`config.mk`:
```
export PLATFORM = sky130hd
export DESIGN_NAME = pgm_sched
export DESIGN_NICKNAME = d
export VERILOG_FILES = /design/src/rtl/pgm_sched.sv
export SDC_FILE = /design/constraint.sdc
export NUM_CORES = 1
export LEC_CHECK = 0
export BUFFER_PORTS_ARGS = -buffer_cell sky130_fd_sc_hd__buf_2
export CORE_ASPECT_RATIO = 0.8
export CORE_MARGIN = 2
export CORE_UTILIZATION = 40
export CTS_BUF_LIST = sky130_fd_sc_hd__clkbuf_4 sky130_fd_sc_hd__clkbuf_8 sky130_fd_sc_hd__clkbuf_16
export CTS_CLUSTER_SIZE = 10
export DETAILED_ROUTE_END_ITERATION = 12
export GPL_TIMING_DRIVEN = 0
export HOLD_SLACK_MARGIN = 0.05
export PLACE_DENSITY_LB_ADDON = 0.25
export SLEW_MARGIN = 20
export SYNTH_ARGS = -nofsm -noshare
export SYNTH_HDL_FRONTEND = slang
export SYNTH_SLANG_ARGS = --single-unit
```
`constraint.sdc`:
```
create_clock -name clk -period 3.9 [get_ports clk]
set_clock_uncertainty 0.05 [all_clocks]
set_input_delay 0.39 -clock clk [delete_from_list [all_inputs] [get_ports clk]]
set_output_delay 0.39 -clock clk [all_outputs]
set_load 0.005 [all_outputs]
```
`src/rtl/pgm_sched.sv`:
```
// pgm_sched: replay scheduler and localbus register file for the packet
// generator's 144x128 packet RAM.
//
// Replays the RAM window START_ADDR..END_ADDR as one packet, PKT_NUM times
// or continuously (CONT). Consecutive packets are separated by GAP idle
// cycles. Downstream almost-full is honoured only at packet boundaries.
//
// Ports:
//   clk, rst_n              clock, asynchronous active-low reset
//   cfg_cs/rw/addr/wdata    localbus request (cs held until ack seen)
//   cfg_ack, cfg_rdata      one-cycle acknowledge, read data valid with ack
//   wr_busy                 RAM loader active; START is refused while high
//   ram_rd, ram_raddr       RAM read strobe and address
//   ram_rdata               RAM data, valid one cycle after ram_rd
//   out_data, out_data_wr   134-bit packet word and its write strobe
//   out_valid_wr, out_valid packet-valid strobe/flag, asserted with the tail
//   in_alf                  downstream almost-full
module pgm_sched #(
  parameter int ADDR_W = 7,
  parameter int GAP_W  = 16
) (
  input  logic              clk,
  input  logic              rst_n,
  input  logic              cfg_cs,
  input  logic              cfg_rw,
  input  logic [15:0]       cfg_addr,
  input  logic [31:0]       cfg_wdata,
  output logic              cfg_ack,
  output logic [31:0]       cfg_rdata,
  input  logic              wr_busy,
  output logic              ram_rd,
  output logic [ADDR_W-1:0] ram_raddr,
  input  logic [143:0]      ram_rdata,
  output logic [133:0]      out_data,
  output logic              out_data_wr,
  output logic              out_valid_wr,
  output logic              out_valid,
  input  logic              in_alf
);

  typedef enum logic [2:0] {
    ST_IDLE,
    ST_WAIT,
    ST_READ,
    ST_DRAIN,
    ST_GAP
  } state_t;

  localparam logic [ADDR_W-1:0] ADDR_ONE = ADDR_W'(1);
  localparam logic [GAP_W-1:0]  GAP_ONE  = GAP_W'(1);

  state_t              state_q, state_d;
  logic                cs_seen_q, cs_seen_d;
  logic                ack_q, ack_d;
  logic [31:0]         rdata_q, rdata_d;
  logic                cont_q, cont_d;
  logic [ADDR_W-1:0]   start_addr_q, start_addr_d;
  logic [ADDR_W-1:0]   end_addr_q, end_addr_d;
  logic [31:0]         pkt_num_q, pkt_num_d;
  logic [GAP_W-1:0]    gap_q, gap_d;
  logic                err_q, err_d;
  logic [31:0]         sent_cnt_q, sent_cnt_d;
  logic                start_pulse_q, start_pulse_d;
  logic                stop_pulse_q, stop_pulse_d;
  logic                stop_pend_q, stop_pend_d;
  logic [31:0]         pkt_cnt_q, pkt_cnt_d;
  logic [GAP_W-1:0]    gap_cnt_q, gap_cnt_d;
  logic [ADDR_W-1:0]   raddr_q, raddr_d;
  logic                rd_q, rd_d;
  logic                last_q, last_d;
  logic                rd_d1_q, rd_d1_d;
  logic                last_d1_q, last_d1_d;
  logic                dout_wr_q, dout_wr_d;
  logic [133:0]        dout_q, dout_d;
  logic                vld_q, vld_d;

  logic                busy;
  logic                access;
  logic                sent_clr;
  logic                stop_now;
  logic [31:0]         pkt_inc;
  logic                unused_ram_bits;

  assign busy     = (state_q != ST_IDLE);
  // One access per cs assertion: only the first sampled-high cycle counts.
  assign access   = cfg_cs && !cs_seen_q;
  assign stop_now = stop_pend_q || stop_pulse_q;
  assign pkt_inc  = pkt_cnt_q + 32'd1;

  assign unused_ram_bits = ^ram_rdata[143:134];

  always_comb begin
    state_d       = state_q;
    cs_seen_d     = cfg_cs;
    ack_d         = 1'b0;
    rdata_d       = '0;
    cont_d        = cont_q;
    start_addr_d  = start_addr_q;
    end_addr_d    = end_addr_q;
    pkt_num_d     = pkt_num_q;
    gap_d         = gap_q;
    err_d         = err_q;
    sent_cnt_d    = sent_cnt_q;
    start_pulse_d = 1'b0;
    stop_pulse_d  = 1'b0;
    stop_pend_d   = stop_pend_q;
    pkt_cnt_d     = pkt_cnt_q;
    gap_cnt_d     = gap_cnt_q;
    raddr_d       = raddr_q;
    sent_clr      = 1'b0;

    // Localbus register access
    if (access) begin
      ack_d = 1'b1;
      if (cfg_rw) begin
        case (cfg_addr)
          16'h0:   rdata_d = {29'd0, cont_q, 2'b00};
          16'h1:   rdata_d = 32'(start_addr_q);
          16'h2:   rdata_d = 32'(end_addr_q);
          16'h3:   rdata_d = pkt_num_q;
          16'h4:   rdata_d = 32'(gap_q);
          16'h5:   rdata_d = {30'd0, err_q, busy};
          16'h6:   rdata_d = sent_cnt_q;
          default: rdata_d = '0;
        endcase
      end else begin
        case (cfg_addr)
          16'h0: begin
            cont_d        = cfg_wdata[2];
            start_pulse_d = cfg_wdata[0];
            stop_pulse_d  = cfg_wdata[1];
          end
          16'h1: if (!busy) start_addr_d = cfg_wdata[ADDR_W-1:0];
          16'h2: if (!busy) end_addr_d = cfg_wdata[ADDR_W-1:0];
          16'h3: if (!busy) pkt_num_d = cfg_wdata;
          16'h4: if (!busy) gap_d = cfg_wdata[GAP_W-1:0];
          16'h5: if (cfg_wdata[1]) err_d = 1'b0;
          16'h6: sent_clr = 1'b1;
          default: ;
        endcase
      end
    end

    // STOP only matters while a replay is running; it never aborts a packet.
    if (stop_pulse_q && busy) stop_pend_d = 1'b1;

    case (state_q)
      ST_IDLE: begin
        stop_pend_d = 1'b0;
        // START and STOP in the same write: STOP wins, nothing is started.
        if (start_pulse_q && !stop_pulse_q) begin
          if (!wr_busy && (end_addr_q >= start_addr_q) &&
              ((pkt_num_q != 32'd0) || cont_q)) begin
            state_d   = ST_WAIT;
            pkt_cnt_d = '0;
          end else begin
            err_d = 1'b1;
          end
        end
      end
      ST_WAIT: begin
        if (stop_now) begin
          state_d     = ST_IDLE;
          stop_pend_d = 1'b0;
        end else if (!in_alf) begin
          state_d = ST_READ;
          raddr_d = start_addr_q;
        end
      end
      ST_READ: begin
        // Stop on END_ADDR without incrementing so 0x7F never wraps.
        if (raddr_q == end_addr_q) state_d = ST_DRAIN;
        else                       raddr_d = raddr_q + ADDR_ONE;
      end
      ST_DRAIN: begin
        pkt_cnt_d = pkt_inc;
        if (sent_cnt_q != 32'hFFFF_FFFF) sent_cnt_d = sent_cnt_q + 32'd1;
        // PKT_NUM==0 with CONT dropped mid-run ends after this packet.
        if (stop_now || (!cont_q && ((pkt_inc == pkt_num_q) || (pkt_num_q == 32'd0)))) begin
          state_d     = ST_IDLE;
          stop_pend_d = 1'b0;
        end else if (gap_q == '0) begin
          state_d = ST_WAIT;
        end else begin
          state_d   = ST_GAP;
          gap_cnt_d = '0;
        end
      end
      ST_GAP: begin
        if ((gap_cnt_q + GAP_ONE) == gap_q) state_d = ST_WAIT;
        else                                gap_cnt_d = gap_cnt_q + GAP_ONE;
      end
      default: state_d = ST_IDLE;
    endcase

    // Clearing SENT_CNT takes priority over a same-cycle increment.
    if (sent_clr) sent_cnt_d = '0;
  end

  // Read strobe and the two-stage (RAM + output register) data pipeline.
  always_comb begin
    rd_d      = (state_d == ST_READ);
    last_d    = (state_d == ST_READ) && (raddr_d == end_addr_q);
    rd_d1_d   = rd_q;
    last_d1_d = last_q;
    dout_wr_d = rd_d1_q;
    dout_d    = rd_d1_q ? ram_rdata[133:0] : dout_q;
    vld_d     = rd_d1_q && last_d1_q;
  end

  always_ff @(posedge clk or negedge rst_n) begin
    if (!rst_n) begin
      state_q       <= ST_IDLE;
      cs_seen_q     <= 1'b0;
      ack_q         <= 1'b0;
      rdata_q       <= '0;
      cont_q        <= 1'b0;
      start_addr_q  <= '0;
      end_addr_q    <= '0;
      pkt_num_q     <= '0;
      gap_q         <= '0;
      err_q         <= 1'b0;
      sent_cnt_q    <= '0;
      start_pulse_q <= 1'b0;
      stop_pulse_q  <= 1'b0;
      stop_pend_q   <= 1'b0;
      pkt_cnt_q     <= '0;
      gap_cnt_q     <= '0;
      raddr_q       <= '0;
      rd_q          <= 1'b0;
      last_q        <= 1'b0;
      rd_d1_q       <= 1'b0;
      last_d1_q     <= 1'b0;
      dout_wr_q     <= 1'b0;
      dout_q        <= '0;
      vld_q         <= 1'b0;
    end else begin
      state_q       <= state_d;
      cs_seen_q     <= cs_seen_d;
      ack_q         <= ack_d;
      rdata_q       <= rdata_d;
      cont_q        <= cont_d;
      start_addr_q  <= start_addr_d;
      end_addr_q    <= end_addr_d;
      pkt_num_q     <= pkt_num_d;
      gap_q         <= gap_d;
      err_q         <= err_d;
      sent_cnt_q    <= sent_cnt_d;
      start_pulse_q <= start_pulse_d;
      stop_pulse_q  <= stop_pulse_d;
      stop_pend_q   <= stop_pend_d;
      pkt_cnt_q     <= pkt_cnt_d;
      gap_cnt_q     <= gap_cnt_d;
      raddr_q       <= raddr_d;
      rd_q          <= rd_d;
      last_q        <= last_d;
      rd_d1_q       <= rd_d1_d;
      last_d1_q     <= last_d1_d;
      dout_wr_q     <= dout_wr_d;
      dout_q        <= dout_d;
      vld_q         <= vld_d;
    end
  end

  assign cfg_ack      = ack_q;
  assign cfg_rdata    = rdata_q;
  assign ram_rd       = rd_q;
  assign ram_raddr    = raddr_q;
  assign out_data     = dout_q;
  assign out_data_wr  = dout_wr_q;
  assign out_valid_wr = vld_q;
  assign out_valid    = vld_q;

endmodule

```
==> summary.md <==
| Metric | Value |
|---|---|
| Status | finished, final reports clean |
| Min-delay worst type | in2reg |
| Routed vias | between 10000 and 15000 |
| Setup CP Type | reg2reg |
| Number of flops mapped to enable cells by yosys | 0 |
| Vias per inst | between 5 and 6 |
| Avg WL per Cell | 21.2 um |
| Flops & latches, synth | 331 |
| Layout cells sized above 1 | between 30% and 40% |
| Max cap viols | 0 |
| Synthesized net count | around 1700 |
| Fin. max-slew vios | 0 |
| Routed Wire Length | roughly 54 mm |
| Final nets | 2224 |
| Mapped Area | between 0.015 and 0.02 mm^2 |
| Post-layout min period | 3.69 ns |
| Most common cell after layout, fill and taps aside | buf_2 |
| HP Start | cfg_wdata[11] |
| Ys async rst share | 100% |
| Fmax | ~0.27 GHz |
| Worst Setup EP | gap_cnt_q[6] |
| Most frequent cells in the layout | buf_2 (383), dfrtp_1 (331), mux2_2 (196) |
| Clk sinks | around 330 |
| PortBufs | between 300 and 400 |
| Global route total overflow | 0 |
| Drt pass-1 iters | 6 |
| Fin. Hold Viols | 0 |
| Row cnt | 65 |
| RSZ-0062 raised after global routing | false |
| R2R setup slack | roughly 0.21 ns |
| Reg2reg end | gap_cnt_q[6] |
| Yosys cell types | between 80 and 90 |
| FILL cells | approximately 3500 |
| Final Cycle Share | ~95% |
| Worst Setup SP | pkt_cnt_q[0] |
| Leak pwr | approximately 10 nW |
| Core area | 0.0397 mm^2 |
| TritonCTS Buffers | 39 |
| Ys Warns | 0 |
| Fin Setup TNS | 0 ns |
| Die area | between 0.04 and 0.05 mm^2 |
| Chip height | roughly 180 um |
| P&R area growth vs syn | 32.2% |
| Reg2Reg Depth | 12 |
| CP startpoint kind | flip-flop |
| Most used DFF post-synth | dfrtp_1 |
| Maximum clock insertion buffer count | 3 |
| Worst endpoint required time | approximately 4.3 ns |
| Reg2reg start | pkt_cnt_q[0] |
| Arr. time, crit path | 4.09 ns |
| Worst-margin pin slew | just over 1 ns |
| DPL Wire Length | between 30 and 40 mm |
| Register area share after synthesis | 51.1% |
| Clock latency on the worst-skew pair | about 0.54 ns |
| Remaining antenna violation count | 0 |
| Worst hold slack | a little under 0.07 ns |
| Multi-input gate area | between 0.007 and 0.008 mm^2 |
| Slew HR | about a third |
| H-tree depth | 2 |
| Crit end category | flip-flop |
| CTS tree | yes |
| Num ports | 376 |
| Root Driver | clkbuf_16 |
| DRC | 0 |
| Vias in the first global route | about 14000 |
| Clk pin slew, worst setup/hold paths | 0.06 ns |
| Syn Area/Cell | roughly 11 um^2 |
| Register area | 0.00828 mm^2 |
| Largest net degree at the start of global routing | 97 |
| Hold path depth | 2 |
| Mapped Cells | approximately 1500 |
| Die Width | around 230 um |
| Critical-path maximum fanout | 10 |
| PwrDens | about 550 mW/mm^2 |
| RD Place Congestion | approximately 0.9 |
| Initial DRC Count | around 1300 |
| Initial Util | 40.8% |
| Initial antenna violation count | 5 |
| Total GRT Usage | ~25% |
| Peak VDD IR | around 280 uV |
| Setup violators final | 0 |
| First-pass GRT wire length | just over 80 mm |
[layout make-up]
class                   count  share of cell area, %
diodes                      4                 0.0467
plain buffers              90                   1.99
clock buffers              46                   4.86
clock inverters             3                  0.257
inverters                  25                  0.438
multi-input cells        1010                   34.6
flip-flops and latches    331                   38.7
well taps                 536                   3.13
repair buffers            518                   16.0
[timing repair]
item,4_1_cts,5_1_grt
setup endpoints to repair,0,10
endpoints found under the hold margin,211,0
gates resized for setup,0,1
setup buffers,0,1
hold buffers,149,0
[power breakdown]
| group | internal [mW] | switching [mW] |
|---|---|---|
| Sequential | 4.33 | 0.620 |
| Combinational | 1.85 | 1.76 |
| Clock | 1.88 | 1.40 |
| Total | 8.05 | 3.78 |
[cells in the mapped netlist, types with 4 or more instances]
cell type	instances	share of area (%)
a21o_1	6	0.28
a21oi_1	28	0.86
a222oi_1	17	1.1
a22o_1	4	0.22
a22oi_1	21	0.97
a31oi_1	9	0.35
a41oi_1	5	0.27
and2_1	16	0.62
and3_1	22	0.85
and4_1	15	0.81
buf_2	19	0.59
buf_4	5	0.23
clkbuf_1	56	1.3
dfrtp_1	331	51
ha_1	11	0.85
inv_1	25	0.58
mux2_2	196	14
mux2i_1	9	0.56
nand2_1	95	2.2
nand2b_1	7	0.27
nand3_1	37	1.1
nand3b_1	4	0.19
nand4_1	34	1.3
nor2_1	119	2.8
nor2b_1	13	0.50
nor3_1	22	0.68
nor3b_1	4	0.19
nor4_1	23	0.89
o211ai_1	7	0.32
o21a_1	4	0.19
o21ai_0	70	2.2
o221ai_2	5	0.46
o22ai_1	9	0.35
o31ai_1	16	0.74
or3_1	16	0.62
xnor2_1	61	3.3
xor2_1	42	2.3
[through the flow]
stage | setup slack [ns] | utilization [%] | power [mW] | area [um^2] | std cells
after global placement | -4.13 | 47.1 | 8.29 | 18700 | 2356
after CTS | 0.149 | 53.9 | 11.8 | 21400 | 2558
after detailed placement | 0.176 | 47.4 | 8.40 | 18800 | 2360
after global routing | 0.0641 | 54.0 | 12.5 | 21400 | 2563
after floorplan | 1.01 | - | 6.75 | 16200 | 1456
final | 0.214 | 54.0 | 11.8 | 21400 | 2563
[flip-flops by register name, summed over array words and instances, names as in the netlist, 3 cells and up]
| signal | cells |
|---|---|
| ram_raddr | 7 |
| gap_q | 16 |
| cfg_rdata | 32 |
| gap_cnt_q | 16 |
| state_q | 3 |
| pkt_num_q | 32 |
| out_data | 134 |
| start_addr_q | 7 |
| end_addr_q | 7 |
| sent_cnt_q | 32 |
| pkt_cnt_q | 32 |
[critical path: stages (launching register included)]
cell      delay, ns
dfrtp_1        0.46
ha_1           0.29
clkbuf_8       0.18
a21bo_2        0.19
a211oi_1       0.26
o211ai_1       0.13
a32o_1         0.28
nor4b_1        0.51
o211ai_1       0.24
o41ai_4        0.56
nor2_2         0.12
buf_6          0.19
o221ai_2       0.13
[cells by family after synthesis]
logic type | synth area share [%]
AND/OR/NAND/NOR | 14.4
multiplexers | 14.3
AO/OA/AOI/OAI | 10.3
adder cells (fa/ha/maj) | 0.849
buffers and inverters | 3.21
XOR/XNOR | 5.85
flip-flops | 51.1
[worst min-delay path by stage]
stage                         end  slack, ns
finish              pkt_num_q[11]       0.07
global route         out_data[89]       0.06
CTS                  out_data[85]       0.05
detailed placement      last_d1_q       0.28
global placement        last_d1_q       0.28
floorplan                 cfg_ack       0.04
[routing by layer]
| layer | up-vias | track usage (%) | part of all wire (%) |
|---|---|---|---|
| met5 | - | 0 | 0 |
| met4 | 0 | 9.04 | 3.4 |
| met3 | 123 | 4.93 | 7.1 |
| met2 | 536 | 41.4 | 47 |
| met1 | 6981 | 33.8 | 43 |
| li1 | 6387 | - | - |
No activity file was read; power rests on OpenSTA's default activity.
